===== config.mk =====
export PLATFORM = sky130hd
export DESIGN_NAME = sirv_mrom_icb_arb
export DESIGN_NICKNAME = d
export VERILOG_FILES = /design/src/rtl/sirv_mrom_icb_arb.sv
export SDC_FILE = /design/constraint.sdc
export NUM_CORES = 1
export LEC_CHECK = 0
export BUFFER_PORTS_ARGS = -buffer_cell sky130_fd_sc_hd__buf_4
export CAP_MARGIN = 30
export CORE_ASPECT_RATIO = 1.75
export CORE_MARGIN = 3
export CORE_UTILIZATION = 30
export CTS_CLUSTER_SIZE = 25
export DETAILED_ROUTE_END_ITERATION = 8
export REMOVE_ABC_BUFFERS = 1
export SLEW_MARGIN = 20
export SYNTH_ARGS = -nofsm -noshare
export SYNTH_HDL_FRONTEND = slang
export SYNTH_SLANG_ARGS = --single-unit
export TNS_END_PERCENT = 1

===== constraint.sdc =====
create_clock -name clk -period 3 [get_ports clk]
set_clock_uncertainty 0.15 [all_clocks]
set_input_delay 0.6 -clock clk [delete_from_list [all_inputs] [get_ports clk]]
set_output_delay 0.6 -clock clk [all_outputs]
set_load 0.1 [all_outputs]

===== src/rtl/sirv_mrom_icb_arb.sv =====
// sirv_mrom_icb_arb
//   Two-port ICB front-end for a combinational 4KB mask ROM. Port m0 (IFU) and
//   port m1 (LSU/debug) share one rom_addr/rom_dout pair. Each accepted command
//   gets one registered response from a single response buffer. The buffer
//   reloads on the same edge its response is consumed, so throughput is one
//   command per cycle.
//   Optional build macro SIRV_MROM_ARB_RR_EN selects round-robin tie-breaking.
//   Without it, m0 wins every tie.
module sirv_mrom_icb_arb #(
  parameter int          AW        = 12,
  parameter int          DW        = 32,
  parameter logic [31:0] BASE_ADDR = 32'h0000_1000
) (
  input  logic          clk,
  input  logic          rst,
  input  logic          m0_icb_cmd_valid,
  output logic          m0_icb_cmd_ready,
  input  logic [31:0]   m0_icb_cmd_addr,
  input  logic          m0_icb_cmd_read,
  output logic          m0_icb_rsp_valid,
  input  logic          m0_icb_rsp_ready,
  output logic          m0_icb_rsp_err,
  output logic [DW-1:0] m0_icb_rsp_rdata,
  input  logic          m1_icb_cmd_valid,
  output logic          m1_icb_cmd_ready,
  input  logic [31:0]   m1_icb_cmd_addr,
  input  logic          m1_icb_cmd_read,
  output logic          m1_icb_rsp_valid,
  input  logic          m1_icb_rsp_ready,
  output logic          m1_icb_rsp_err,
  output logic [DW-1:0] m1_icb_rsp_rdata,
  output logic [AW-3:0] rom_addr,
  input  logic [DW-1:0] rom_dout
);

  // IDLE: the response buffer is empty. RSP: the buffer holds a response.
  typedef enum logic {S_IDLE = 1'b0, S_RSP = 1'b1} state_t;

  state_t        r_state;
  state_t        w_state_nxt;
  logic          r_own;
  logic          r_err;
  logic [DW-1:0] r_data;

  logic          w_own_rsp_ready;
  logic          w_buf_free;
  logic          w_gnt0;
  logic          w_gnt1;
  logic          w_hs;
  logic [31:0]   w_sel_addr;
  logic          w_sel_read;
  logic          w_err;
  logic          w_m0_rsp_valid;
  logic          w_m1_rsp_valid;

  // The buffer can accept a new command when it is empty, or when its owner
  // consumes the held response on this edge. Only the owner's ready is used.
  assign w_own_rsp_ready = r_own ? m1_icb_rsp_ready : m0_icb_rsp_ready;
  assign w_buf_free      = (r_state == S_IDLE) | w_own_rsp_ready;

`ifdef SIRV_MROM_ARB_RR_EN
  logic r_last_grant;

  // On a tie, the port that was not granted last wins.
  // r_last_grant resets to 1, so m0 wins the first tie.
  assign w_gnt1 = m1_icb_cmd_valid & (~m0_icb_cmd_valid | ~r_last_grant);

  // Record the winner of every command handshake.
  always_ff @(posedge clk or posedge rst) begin
    if (rst)       r_last_grant <= 1'b1;
    else if (w_hs) r_last_grant <= w_gnt1;
  end
`else
  // Fixed priority: m1 is granted only when m0 is not requesting.
  assign w_gnt1 = m1_icb_cmd_valid & ~m0_icb_cmd_valid;
`endif

  assign w_gnt0           = m0_icb_cmd_valid & ~w_gnt1;
  assign m0_icb_cmd_ready = w_buf_free & w_gnt0;
  assign m1_icb_cmd_ready = w_buf_free & w_gnt1;
  assign w_hs             = w_buf_free & (w_gnt0 | w_gnt1);

  // When neither port is granted, the mux steers m0's address to the ROM.
  // The ROM output is unused in that case.
  assign w_sel_addr = w_gnt1 ? m1_icb_cmd_addr : m0_icb_cmd_addr;
  assign w_sel_read = w_gnt1 ? m1_icb_cmd_read : m0_icb_cmd_read;
  assign rom_addr   = w_sel_addr[AW-1:2];

  // Flag writes, misaligned accesses and addresses outside the ROM window.
  assign w_err = ~w_sel_read
               | (w_sel_addr[1:0] != 2'b00)
               | (w_sel_addr[31:AW] != BASE_ADDR[31:AW]);

  // State register.
  // NOTE: sequential state uses non-blocking assignments, so every flop
  // samples values from before the edge.
  always_ff @(posedge clk or posedge rst) begin
    if (rst) r_state <= S_IDLE;
    else     r_state <= w_state_nxt;
  end

  // Next state: a handshake fills the buffer. The owner's ready with no new
  // command empties it.
  always_comb begin
    // NOTE: assign the default first so every path drives the signal and no
    // latch is inferred.
    w_state_nxt = r_state;
    if (w_hs)                                       w_state_nxt = S_RSP;
    else if ((r_state == S_RSP) && w_own_rsp_ready) w_state_nxt = S_IDLE;
  end

  // Load the response buffer on every handshake.
  // NOTE: the data register is reset as well. This makes a response discarded
  // by reset leave no stale read data behind.
  always_ff @(posedge clk or posedge rst) begin
    if (rst) begin
      r_own  <= 1'b0;
      r_err  <= 1'b0;
      r_data <= '0;
    end else if (w_hs) begin
      r_own  <= w_gnt1;
      r_err  <= w_err;
      r_data <= w_err ? '0 : rom_dout;
    end
  end

  // Only the owning port sees a valid response. err/rdata read zero while
  // that port's response is not valid.
  assign w_m0_rsp_valid   = (r_state == S_RSP) & ~r_own;
  assign w_m1_rsp_valid   = (r_state == S_RSP) &  r_own;
  assign m0_icb_rsp_valid = w_m0_rsp_valid;
  assign m1_icb_rsp_valid = w_m1_rsp_valid;
  assign m0_icb_rsp_err   = w_m0_rsp_valid & r_err;
  assign m1_icb_rsp_err   = w_m1_rsp_valid & r_err;
  assign m0_icb_rsp_rdata = w_m0_rsp_valid ? r_data : '0;
  assign m1_icb_rsp_rdata = w_m1_rsp_valid ? r_data : '0;

endmodule


# Word level (Yosys, flattened, before mapping)
# Index checks and enable logic that the tools add are counted.
# totals
reg_bits	35
inputBits	104
wordCells	34
# classes
n_eq_ne	1
n_mux	8
bitwise	18
n_reduce_logical	3
# op_table
op	count
$mux W32	4
$ne A20 B1 Y1 const B	1
$and A1 B1 Y1	9
$not A1 Y1	5
$mux W1	4
$or A1 B1 Y1	4
$reduce_bool A2 Y1	2
$logic_and A1 B1 Y1	1

# Longest topological paths before layout
# Gate-level depths: netlist (run 1).
# logic_depth
depth_word	7
mapped_depth	7
depth_no_buf	4

# Worst setup path before layout (run 1)
# OpenSTA, ideal clock, no wires.
# synth_timing
kind	register to output
from	reg r_own
to	out m0_icb_rsp_rdata[22]
arrival_ns	2.606
setup_slack_ns	-0.356
stages_incl_launch_ff	5
path_buffers	2
path_cell_list	dfrtp_1 -> buf_2 -> nor2b_1 -> clkbuf_1 -> and2_1
# synth_between
elab_chain_len	3
# synth_lines
item	line_no	source
from (decl)	41	logic r_own;
from (signal assigned)	121	r_own <= w_gnt1;
$not A1 Y1	129	assign w_m0_rsp_valid = (r_state == S_RSP) & ~r_own;
$and A1 B1 Y1	129	
net m0_icb_rsp_valid	20	output logic m0_icb_rsp_valid,
$mux W32	135	assign m0_icb_rsp_rdata = w_m0_rsp_valid ? r_data : '0;
to (decl)	23	output logic [DW-1:0] m0_icb_rsp_rdata,
# The timed path passes the listed nets, and every way through them passes these cells.

# Worst setup path in the final report (run 1)
# layout_timing
from	in m0_icb_cmd_valid
to	out rom_addr[6]
# layout_between
elab_chain_len	3
# layout_lines
item	line_no	source
from (decl)	16	input logic m0_icb_cmd_valid,
$not A1 Y1	75	assign w_gnt1 = m1_icb_cmd_valid & ~m0_icb_cmd_valid;
$and A1 B1 Y1	75	
$mux W32	85	assign w_sel_addr = w_gnt1 ? m1_icb_cmd_addr : m0_icb_cmd_addr;
to (decl)	32	output logic [AW-3:0] rom_addr,
# No other way between the ends.

==> results of run 1 <==
[cells by family after synthesis]
logic type / count (synthesis) / synth area share [%]
buf+inv: 27 / 5.61
simple gates: 153 / 34.4
mux: 12 / 5.56
compound gates: 38 / 18.1
flops: 35 / 36.3
[layer usage]
metal,track usage (%),up-vias,part of all wire (%)
li1,-,1276,-
met4,5.98,0,1.4
met1,17.7,1176,32
met5,0,-,0
met2,35.7,132,58
met3,3.55,4,8.4
[state kept, by name, summed over array words and instances (netlist names)]
name and count:
r_err 1, r_state 1, r_data 32, r_own 1
[area by class of cell]
class / count / area (um^2) / share of cell area, %
Clock inverter: 2 / 16.3 / 0.402
Clock buffer: 6 / 139 / 3.44
Timing Repair Buffer: 196 / 1470 / 36.4
Multi-Input combinational cell: 203 / 1420 / 35.2
Inverter: 2 / 7.51 / 0.186
Sequential cell: 35 / 876 / 21.7
Tap cell: 88 / 110 / 2.72
[cells in the mapped netlist, drive strengths merged]
cell type  count
nand2         67
mux2i          1
a21oi          2
buf           15
nand4          2
nand2b         2
mux2          11
inv            2
dfrtp         35
a31oi          1
clkbuf        10
a21o           2
and2          34
or4            1
or4b           1
nor4           5
nor2b          1
nor4b          3
and3          33
o31a           1
nor2           1
o31ai         32
nor3           3
[stage by stage]
stage               power [uW]  area [um^2]  worst slack (ns)
floorplan                  815         2280             -1.49
global placement          1060         3890             0.436
detailed placement        1060         3890             0.403
CTS                       1590         4040             0.522
global route              1630         4040             0.458
finish                    1560         4040             0.537
[worst max-delay path by stage]
| stage | start | end | slack (ns) | cells after the start |
|---|---|---|---|---|
| detailed placement | m0_icb_cmd_valid | r_data[17] | 0.40 | 6 |
| finish | m0_icb_cmd_valid | rom_addr[6] | 0.54 | 5 |
| CTS | m0_icb_cmd_valid | rom_addr[6] | 0.52 | 5 |
| global route | m0_icb_cmd_valid | m1_icb_cmd_ready | 0.46 | 5 |
| floorplan | r_state | m0_icb_rsp_err | -1.49 | 2 |
| global placement | m0_icb_cmd_valid | r_data[2] | 0.44 | 6 |
[worst reg2reg max path, delay by kind of cell, from the launching register on]
family / cells / cell delay [ns]
DFF: 1 / 0.40
and+or+nand+nor: 1 / 0.10
buffers and inverters: 1 / 0.34
AOI/OAI and AO/OA: 2 / 0.58
muxes: 1 / 0.45
[power by group]
part | internal, uW | total, uW | switching (uW)
Clock | 331 | 520 | 189
Sequential | 476 | 480 | 4.01
Combinational | 178 | 563 | 385
==> flow_metrics.py, run 1 <==
metrics = {
    "status": {
        "run_status": "finished clean",
    },
    "timing": {
        "fmaxAchievable_mhz": 406,
        "grt_setup_unrepaired": "false",
        "timing.final.crit_period_ns": 2.46,
        "slew_violations": 0,
        "whs_ns": 0.139,
        "timing.max_slew.rel_slack_pct": 38.0,
        "fin_setup_tns_ns": 0,
        "fin_crit_sh_pct": 82.1,
        "max_slew.worst_pin.slew_ns": 0.930,
        "final_setup_violation_count": 0,
        "number_of_endpoints_with_negative_hold_slack_in_the_final_report": 0,
    },
    "finish": {
        "finish.utilization_pct": 52.7,
        "synthToLayoutAreaGrowth_pct": 67.7,
        "antenna-diode-count": 0,
        "drive_above_1_share_pct": 56.8,
        "mostFrequentLayoutCells": "buf_4 (196), nand2_1 (67), dfrtp_1 (35), and2_1 (34), and3_1 (33)",
        "final-instance-count-excl-fill": 532,
        "layout_commonest_cell": "buf_4",
        "filler_cell_count": 723,
        "final_nets": 547,
    },
    "critical_path": {
        "worst-path-max-fanout": 10,
        "worstPathArrival_ns": 1.71,
        "worstSetupStartpointType": "input pin",
        "timing_worst_setup_path_type": "in2out",
        "crit_path_cell_trace": "buf_4, nand2b_2, buf_4, mux2_2, buf_4",
        "cp-end-kind": "primary output",
        "slowest_cell_on_the_critical_path": "nand2b_2",
        "register_to_register_setup_slack_ns": 0.89,
        "path_buf_inv": 3,
        "cpLargestDelayFamily": "buffers and inverters",
        "critPathMostFrequentCell": "buf_4",
        "r2r-start": "r_own",
        "length_in_cells_of_the_worst_reg_to_reg_path": 5,
        "reg2reg_to": "r_data[2]",
        "critical_path_required_ns": 2.25,
        "worst_path_largest_cell_delay_ns": 0.29,
    },
    "place": {
        "numPlacedInstances": 524,
        "io_buffer_count": 183,
        "dp.final_hpwl_um": 6760,
        "routabilityCongestion": 0.739,
    },
    "routing": {
        "antenna_violating_nets_post_route": 0,
        "routed-via-count": 2588,
        "drc": 0,
        "wl_um": 8260,
        "drt-pass1-iter-count": 4,
        "vias_per_cell": 4.86,
        "first_iter_violations": 124,
        "routed_length_per_instance_um": 15.5,
    },
    "yosys": {
        "syn_area_um2": 2410,
        "yosys.area.top_type": "dfrtp_1",
        "synthCells": 265,
        "synth_seq_cells": 35,
        "synth.yosys.seq_area_share_pct": 36.3,
        "post_synth.cell_area_avg_um2": 9.09,
        "ys_top_cells_by_area": "dfrtp_1 (36%), o31ai_2 (16%), nand2_1 (10%), and2_1 (8.8%), and3_1 (8.6%)",
        "yosys_warnings": 0,
        "yosysUniqueCellTypes": 31,
        "synth_largest_type_area_fraction_pct": 36.3,
    },
    "floorplan": {
        "die_w_um": 73.8,
        "std_cell_rows": 42,
        "design.portCount": 184,
        "placeableCoreArea_um2": 7670,
        "initial_utilization_pct": 31.4,
        "fp.dieH_um": 125,
        "design.die.area_um2": 9190,
    },
    "cts": {
        "postCtsSetupBuffers": 0,
        "cts_root_buf": "clkbuf_16",
        "clk_path_buf_depth": 2,
        "clock_insertion_delay_at_the_later_pin_of_the_skew_report_ns": 0.27,
        "path_clk_slew_ns": 0.06,
        "cts_hold_buffers": 0,
        "post_cts_resize_count": 0,
        "tritoncts.num_buffers": 5,
        "clock_tree_from_tritoncts": "yes",
        "clock_sink_count": 35,
        "cts_h_tree_depth": 2,
    },
    "grt": {
        "antenna_found_initial": 0,
        "grt_start_max_net_pins": 36,
        "global_route_wire_length_before_repair_um": 13000,
        "globalRouteTotalUtil_pct": 18.2,
        "grt_pass1_vias": 2736,
        "globalRouteOverflowTotal": 0,
    },
    "run": {
        "maxCapViolCount": 0,
    },
    "power_and_ir_drop": {
        "cellPowerDensity_nw_per_um2": 387,
        "leakage_uw": 0.00213,
        "max-vdd-ir-drop_mv": 0.273,
    },
    "worst_hold_path": {
        "hold_path.class": "in2async",
    },
}
Power figures use the tool's default switching activity.
==> run 2: changes to the inputs <==
--- a/config.mk
+++ b/config.mk
@@ -12,6 +12,7 @@
 export CORE_UTILIZATION = 30
 export CTS_CLUSTER_SIZE = 25
 export DETAILED_ROUTE_END_ITERATION = 8
+export PLACE_DENSITY = 0.66
 export REMOVE_ABC_BUFFERS = 1
 export SLEW_MARGIN = 20
 export SYNTH_ARGS = -nofsm -noshare
==> constraint.sdc (replaced) <==
create_clock -name clk -period 2 [get_ports clk]
set_clock_uncertainty 0.15 [all_clocks]
set_input_delay 0.4 -clock clk [delete_from_list [all_inputs] [get_ports clk]]
set_output_delay 0.4 -clock clk [all_outputs]
set_load 0.1 [all_outputs]
==> run 2 against run 1 <==
  * Wire length up 0.91%
  * Critical endpoint is now m0_icb_rsp_rdata[25]
  * Sequential power up 52%
  * Clock-buffer cell count up 1
  * The flow now finishes with violations (negative setup slack)
  * Register-to-register slack worse by 0.65 ns
==> flow_metrics.py, run 2 (same netlist as run 1, synthesis figures left out) <==
metrics = {
    "timing": {
        "slew_violations": 0,
        "fmaxAchievable_mhz": 495,
        "final_setup_violation_count": 4,
        "timing.max_slew.rel_slack_pct": 70.2,
        "timing.final.ws_setup_ns": -0.0195,
        "timing.final.crit_period_ns": 2.02,
        "grt_setup_unrepaired": "true",
        "fin_crit_sh_pct": 101,
        "max_slew.worst_pin.slew_ns": 0.447,
        "number_of_endpoints_with_negative_hold_slack_in_the_final_report": 0,
    },
    "cts": {
        "clk_path_buf_depth": 2,
        "clock_sink_count": 35,
        "path_clk_slew_ns": 0.05,
        "tritoncts.num_buffers": 5,
        "cts_root_buf": "clkbuf_16",
        "clock_tree_from_tritoncts": "yes",
        "cts_hold_buffers": 0,
        "clock_insertion_delay_at_the_later_pin_of_the_skew_report_ns": 0.27,
        "cts_h_tree_depth": 2,
    },
    "critical_path": {
        "worst-path-max-fanout": 34,
        "timing_worst_setup_path_type": "reg2out",
        "critical_path_required_ns": 1.45,
        "register_to_register_setup_slack_ns": 0.24,
        "worstPathArrival_ns": 1.47,
        "cp-end-kind": "primary output",
        "worstSetupStartpointType": "flip-flop",
    },
    "finish": {
        "filler_cell_count": 642,
        "sequential_cell_area_um2": 878,
        "antenna-diode-count": 0,
        "final-instance-count-excl-fill": 536,
        "final_nets": 551,
        "mostFrequentLayoutCells": "buf_4 (135), nand2_1 (65), buf_12 (40), and3_1 (33), dfrtp_1 (33)",
        "largest_register": "r_data",
        "finish.utilization_pct": 61.9,
        "layout_commonest_cell": "buf_4",
        "drive_above_1_share_pct": 64.7,
        "multiInputGateArea_um2": 1520,
        "largest_reg_flops": 32,
        "synthToLayoutAreaGrowth_pct": 97.0,
    },
    "power_and_ir_drop": {
        "leakage_uw": 0.00233,
        "cellPowerDensity_nw_per_um2": 504,
        "max-vdd-ir-drop_mv": 0.422,
    },
    "grt": {
        "grt_start_max_net_pins": 36,
        "antenna_found_initial": 0,
        "global_route_wire_length_before_repair_um": 13300,
        "grt_pass1_vias": 2850,
        "globalRouteTotalUtil_pct": 18.4,
        "globalRouteOverflowTotal": 0,
    },
    "status": {
        "run_status": "finished, violations left",
        "violations": "negative setup slack",
    },
    "routing": {
        "drt-pass1-iter-count": 4,
        "antenna_violating_nets_post_route": 0,
        "drc": 0,
        "first_iter_violations": 104,
        "vias_per_cell": 4.95,
        "routed-via-count": 2655,
        "wl_um": 8330,
        "routed_length_per_instance_um": 15.5,
    },
    "floorplan": {
        "design.portCount": 184,
        "placeableCoreArea_um2": 7670,
        "fp.dieH_um": 125,
        "design.die.area_um2": 9190,
        "std_cell_rows": 42,
        "initial_utilization_pct": 31.4,
        "die_w_um": 73.8,
    },
    "place": {
        "routabilityCongestion": 0.817,
        "dp.final_hpwl_um": 6390,
        "io_buffer_count": 183,
        "setup_slack_after_placement_ns": -0.0675,
        "numPlacedInstances": 524,
    },
    "worst_hold_path": {
        "hold_path.class": "in2async",
    },
    "run": {
        "maxCapViolCount": 0,
    },
}
[run 2: cell count changes in the layout (fill, tap and decap cells not counted), moves of 2 or more]
cell,delta
buf_4,-61
and2_4,+29
buf_6,+25
a21oi_2,+2
dfrtp_2,+2
nand2_2,+2
nand2_1,-2
and2_1,-29
dfrtp_1,-2
buf_12,+40
clkbuf_1,+2
[run 2: worst paths after layout]
path,endpoint,start,cells past startpoint
worst min register to register,r_data[28],r_data[28],2
worst max register to register,r_data[15],r_own,6
worst max-delay path,m0_icb_rsp_rdata[25],r_own,4
max in group asynchronous,r_state,rst,3
min in group clk,r_data[18],rom_dout[18],3
worst min-delay path,r_data[14],rst,3
[run 2: what timing repair did]
item | CTS | global route
setup endpoints to repair | 71 | 69
resized for setup | 132 | 37
pin swaps | 0 | 27
setup buffers | 2 | 2
endpoints found under the hold margin | 0 | 0
[run 2: where the power goes]
| part | switching, uW | total [uW] | internal (uW) |
|---|---|---|---|
| logic | 592 | 940 | 348 |
| clock network | 265 | 725 | 459 |
| registers | 12.9 | 729 | 716 |
| total | 871 | 2390 | 1520 |
[run 2: critical path: stages, from the launching register on]
cell and delay [ns]:
dfrtp_2 0.46, nor2b_4 0.15, buf_12 0.19, and2_1 0.19, buf_12 0.18
[run 2: layout make-up]
class	instances	share of cell area [%]
clock buffers	7	2.79
flip-flops and latches	35	18.5
repair buffers	200	44.1
well taps	88	2.32
multi-input cells	203	32.0
inverters	2	0.158
clock inverters	1	0.105
[run 2: metrics by stage]
step                cell area, um^2  power, uW  TNS [ns]  hold WS (ns)
floorplan                      2280       1220   -105.80         0.305
global placement               3940       1600   -0.0248         0.321
detailed placement             3940       1610    -0.697         0.338
CTS                            4630       2390    -0.275         0.107
global route                   4750       2510     -2.78         0.150
finish                         4750       2390   -0.0364        0.0987
[run 2: routing by layer]
layer,global-route usage [%],part of all wire [%]
met2,36.0,59
met1,18.3,31
met4,6.30,2.1
met5,0,0
met3,3.15,7.9
==> run 3: changes to the inputs <==
--- a/config.mk
+++ b/config.mk
@@ -12,10 +12,10 @@
 export CORE_UTILIZATION = 30
 export CTS_CLUSTER_SIZE = 25
 export DETAILED_ROUTE_END_ITERATION = 8
+export GPL_TIMING_DRIVEN = 0
 export PLACE_DENSITY = 0.66
 export REMOVE_ABC_BUFFERS = 1
 export SLEW_MARGIN = 20
 export SYNTH_ARGS = -nofsm -noshare
 export SYNTH_HDL_FRONTEND = slang
 export SYNTH_SLANG_ARGS = --single-unit
-export TNS_END_PERCENT = 1
==> run 3 against run 2 <==
  * Fmax decreased by 4.0%
  * Core utilization increased by 10 points
  * First-iteration DRC count increased by 96%
  * Via count increased by 8.1%
  * Combinational power increased by 36%
  * The run still ends with negative setup slack left
  * Cell count increased by 1.9%
  * Sequential cell count unchanged
  * Hold slack improved by 0.12 ns
  * Register-to-register slack got worse by 0.12 ns
  * Sequential share of layout area decreased by 2.6 points
  * Cell area increased by 17%
==> flow_metrics.py, run 3 (same netlist as run 1, synthesis figures left out) <==
metrics = {
    "status": {
        "run_status": "finished, violations left",
        "violations": "negative setup slack",
    },
    "place": {
        "io_buffer_count": 183,
        "numPlacedInstances": 517,
        "routabilityCongestion": 0.757,
        "placedInstanceArea_um2": 3930,
        "setup_slack_after_placement_ns": -0.726,
        "dp.final_hpwl_um": 6320,
    },
    "timing": {
        "timing.final.ws_setup_ns": -0.104,
        "fin_setup_tns_ns": -3.11,
        "slew_violations": 0,
        "fmaxAchievable_mhz": 475,
        "timing.final.crit_period_ns": 2.10,
        "final_setup_violation_count": 51,
        "timing.max_slew.rel_slack_pct": 63.8,
        "max_slew.worst_pin.slew_ns": 0.543,
        "fin_crit_sh_pct": 105,
        "number_of_endpoints_with_negative_hold_slack_in_the_final_report": 0,
        "grt_setup_unrepaired": "true",
    },
    "finish": {
        "largest_reg_flops": 32,
        "finalInstanceArea_um2": 5540,
        "final_nets": 561,
        "layout_commonest_cell": "buf_4",
        "antenna-diode-count": 0,
        "filler_cell_count": 507,
        "largest_register": "r_data",
        "drive_above_1_share_pct": 74.0,
        "synthToLayoutAreaGrowth_pct": 130,
        "mostFrequentLayoutCells": "buf_4 (123), buf_12 (72), nand2_1 (65), and2_4 (34), dfrtp_1 (33)",
        "final-instance-count-excl-fill": 546,
    },
    "power_and_ir_drop": {
        "total_power_uw": 2820,
        "max-vdd-ir-drop_mv": 0.385,
        "cellPowerDensity_nw_per_um2": 510,
        "leakage_uw": 0.00249,
    },
    "routing": {
        "antenna_violating_nets_post_route": 0,
        "first_iter_violations": 204,
        "drt-pass1-iter-count": 6,
        "drc": 0,
        "routed-via-count": 2871,
        "routed_length_per_instance_um": 19.3,
        "wl_um": 10500,
        "vias_per_cell": 5.26,
    },
    "worst_hold_path": {
        "min-delay-start": "rom_dout[15]",
        "number_of_stages_on_the_worst_hold_path": 3,
        "hold_path.class": "in2reg",
        "timing.hold.worst_endpoint": "r_data[15]",
    },
    "critical_path": {
        "register_to_register_setup_slack_ns": 0.12,
        "worstPathArrival_ns": 1.55,
        "slowest_cell_on_the_critical_path": "dfrtp_4",
        "worst_path_largest_cell_delay_ns": 0.52,
        "critical_path_required_ns": 1.45,
        "length_in_cells_of_the_worst_reg_to_reg_path": 4,
        "reg2reg_to": "r_err",
        "crit_path_cell_trace": "nor2b_4, buf_12, clkbuf_16, and2_4, buf_12",
        "cp-end-kind": "primary output",
        "worst-path-max-fanout": 5,
        "worstSetupStartpointType": "flip-flop",
        "r2r-start": "r_own",
        "timing_worst_setup_path_type": "reg2out",
        "critPathMostFrequentCell": "buf_12",
    },
    "cts": {
        "clock_insertion_delay_at_the_later_pin_of_the_skew_report_ns": 0.28,
        "clock_tree_from_tritoncts": "yes",
        "clk_path_buf_depth": 2,
        "cts_h_tree_depth": 2,
        "clock_sink_count": 35,
        "tritoncts.num_buffers": 5,
        "path_clk_slew_ns": 0.05,
        "cts_root_buf": "clkbuf_16",
    },
    "floorplan": {
        "initial_utilization_pct": 31.4,
        "design.die.area_um2": 9190,
        "die_w_um": 73.8,
        "std_cell_rows": 42,
        "design.portCount": 184,
        "fp.dieH_um": 125,
        "placeableCoreArea_um2": 7670,
    },
    "grt": {
        "antenna_found_initial": 0,
        "globalRouteOverflowTotal": 0,
        "globalRouteTotalUtil_pct": 21.4,
        "grt_start_max_net_pins": 35,
        "grt_pass1_vias": 3030,
        "global_route_wire_length_before_repair_um": 15100,
    },
    "run": {
        "maxCapViolCount": 0,
    },
}
[run 3: worst max-delay path by stage]
stage	from	endpoint	slack, ns	cells after the start
final	r_own	m0_icb_rsp_rdata[27]	-0.10	5
after global placement	r_own	r_data[19]	-2.08	4
after CTS	r_own	m0_icb_rsp_err	-0.08	4
after floorplan	r_state	m0_icb_rsp_err	-2.29	2
after detailed placement	r_own	r_err	-0.73	4
after global routing	r_own	m0_icb_rsp_rdata[15]	-0.15	5
[run 3: through the flow]
stage | util [%] | hold WS, ns
6_report | 72.1 | 0.219
2_1_floorplan | - | 0.305
5_1_grt | 72.1 | 0.221
3_3_place_gp | 49.1 | 0.321
3_5_place_dp | 51.2 | 0.269
4_1_cts | 66.8 | 0.214
[run 3: final cells by class]
class                   instances  area [um^2]  area share [%]
well taps                      88          110            1.99
inverters                       2         7.51           0.136
repair buffers                210         2660            48.1
clock buffers                   8          156            2.83
multi-input cells             203         1720            31.0
flip-flops and latches         35          881            15.9
[run 3: where the power goes]
part	total, uW	internal [uW]	switching, uW
clock	812	530	282
combinational	1280	552	725
sequential	732	718	13.3
[run 3: what timing repair did]
item	in CTS	in global routing
pin swaps	9	3
setup buffers	11	4
hold buffers	1	0
endpoints found under the hold margin	15	0
setup endpoints to repair	114	69
resized for setup	235	61
gates cloned	0	5
[run 3: per-layer routing]
layer / vias to the layer above / GRT usage, % / wire [um] / share of wire [%]
met2: 172 / 39.9 / 6150 / 58
met5: - / 0 / 0 / 0
met1: 1357 / 20.6 / 3260 / 31
li1: 1313 / - / - / -
met3: 29 / 4.12 / 721 / 6.8
met4: 0 / 11.8 / 412 / 3.9
[run 3: worst max-delay path: cells and delay by family, from the launching register on]
| kind | cells | cell delay (ns) |
|---|---|---|
| DFF | 1 | 0.52 |
| buffers and inverters | 3 | 0.44 |
| and+or+nand+nor | 2 | 0.31 |
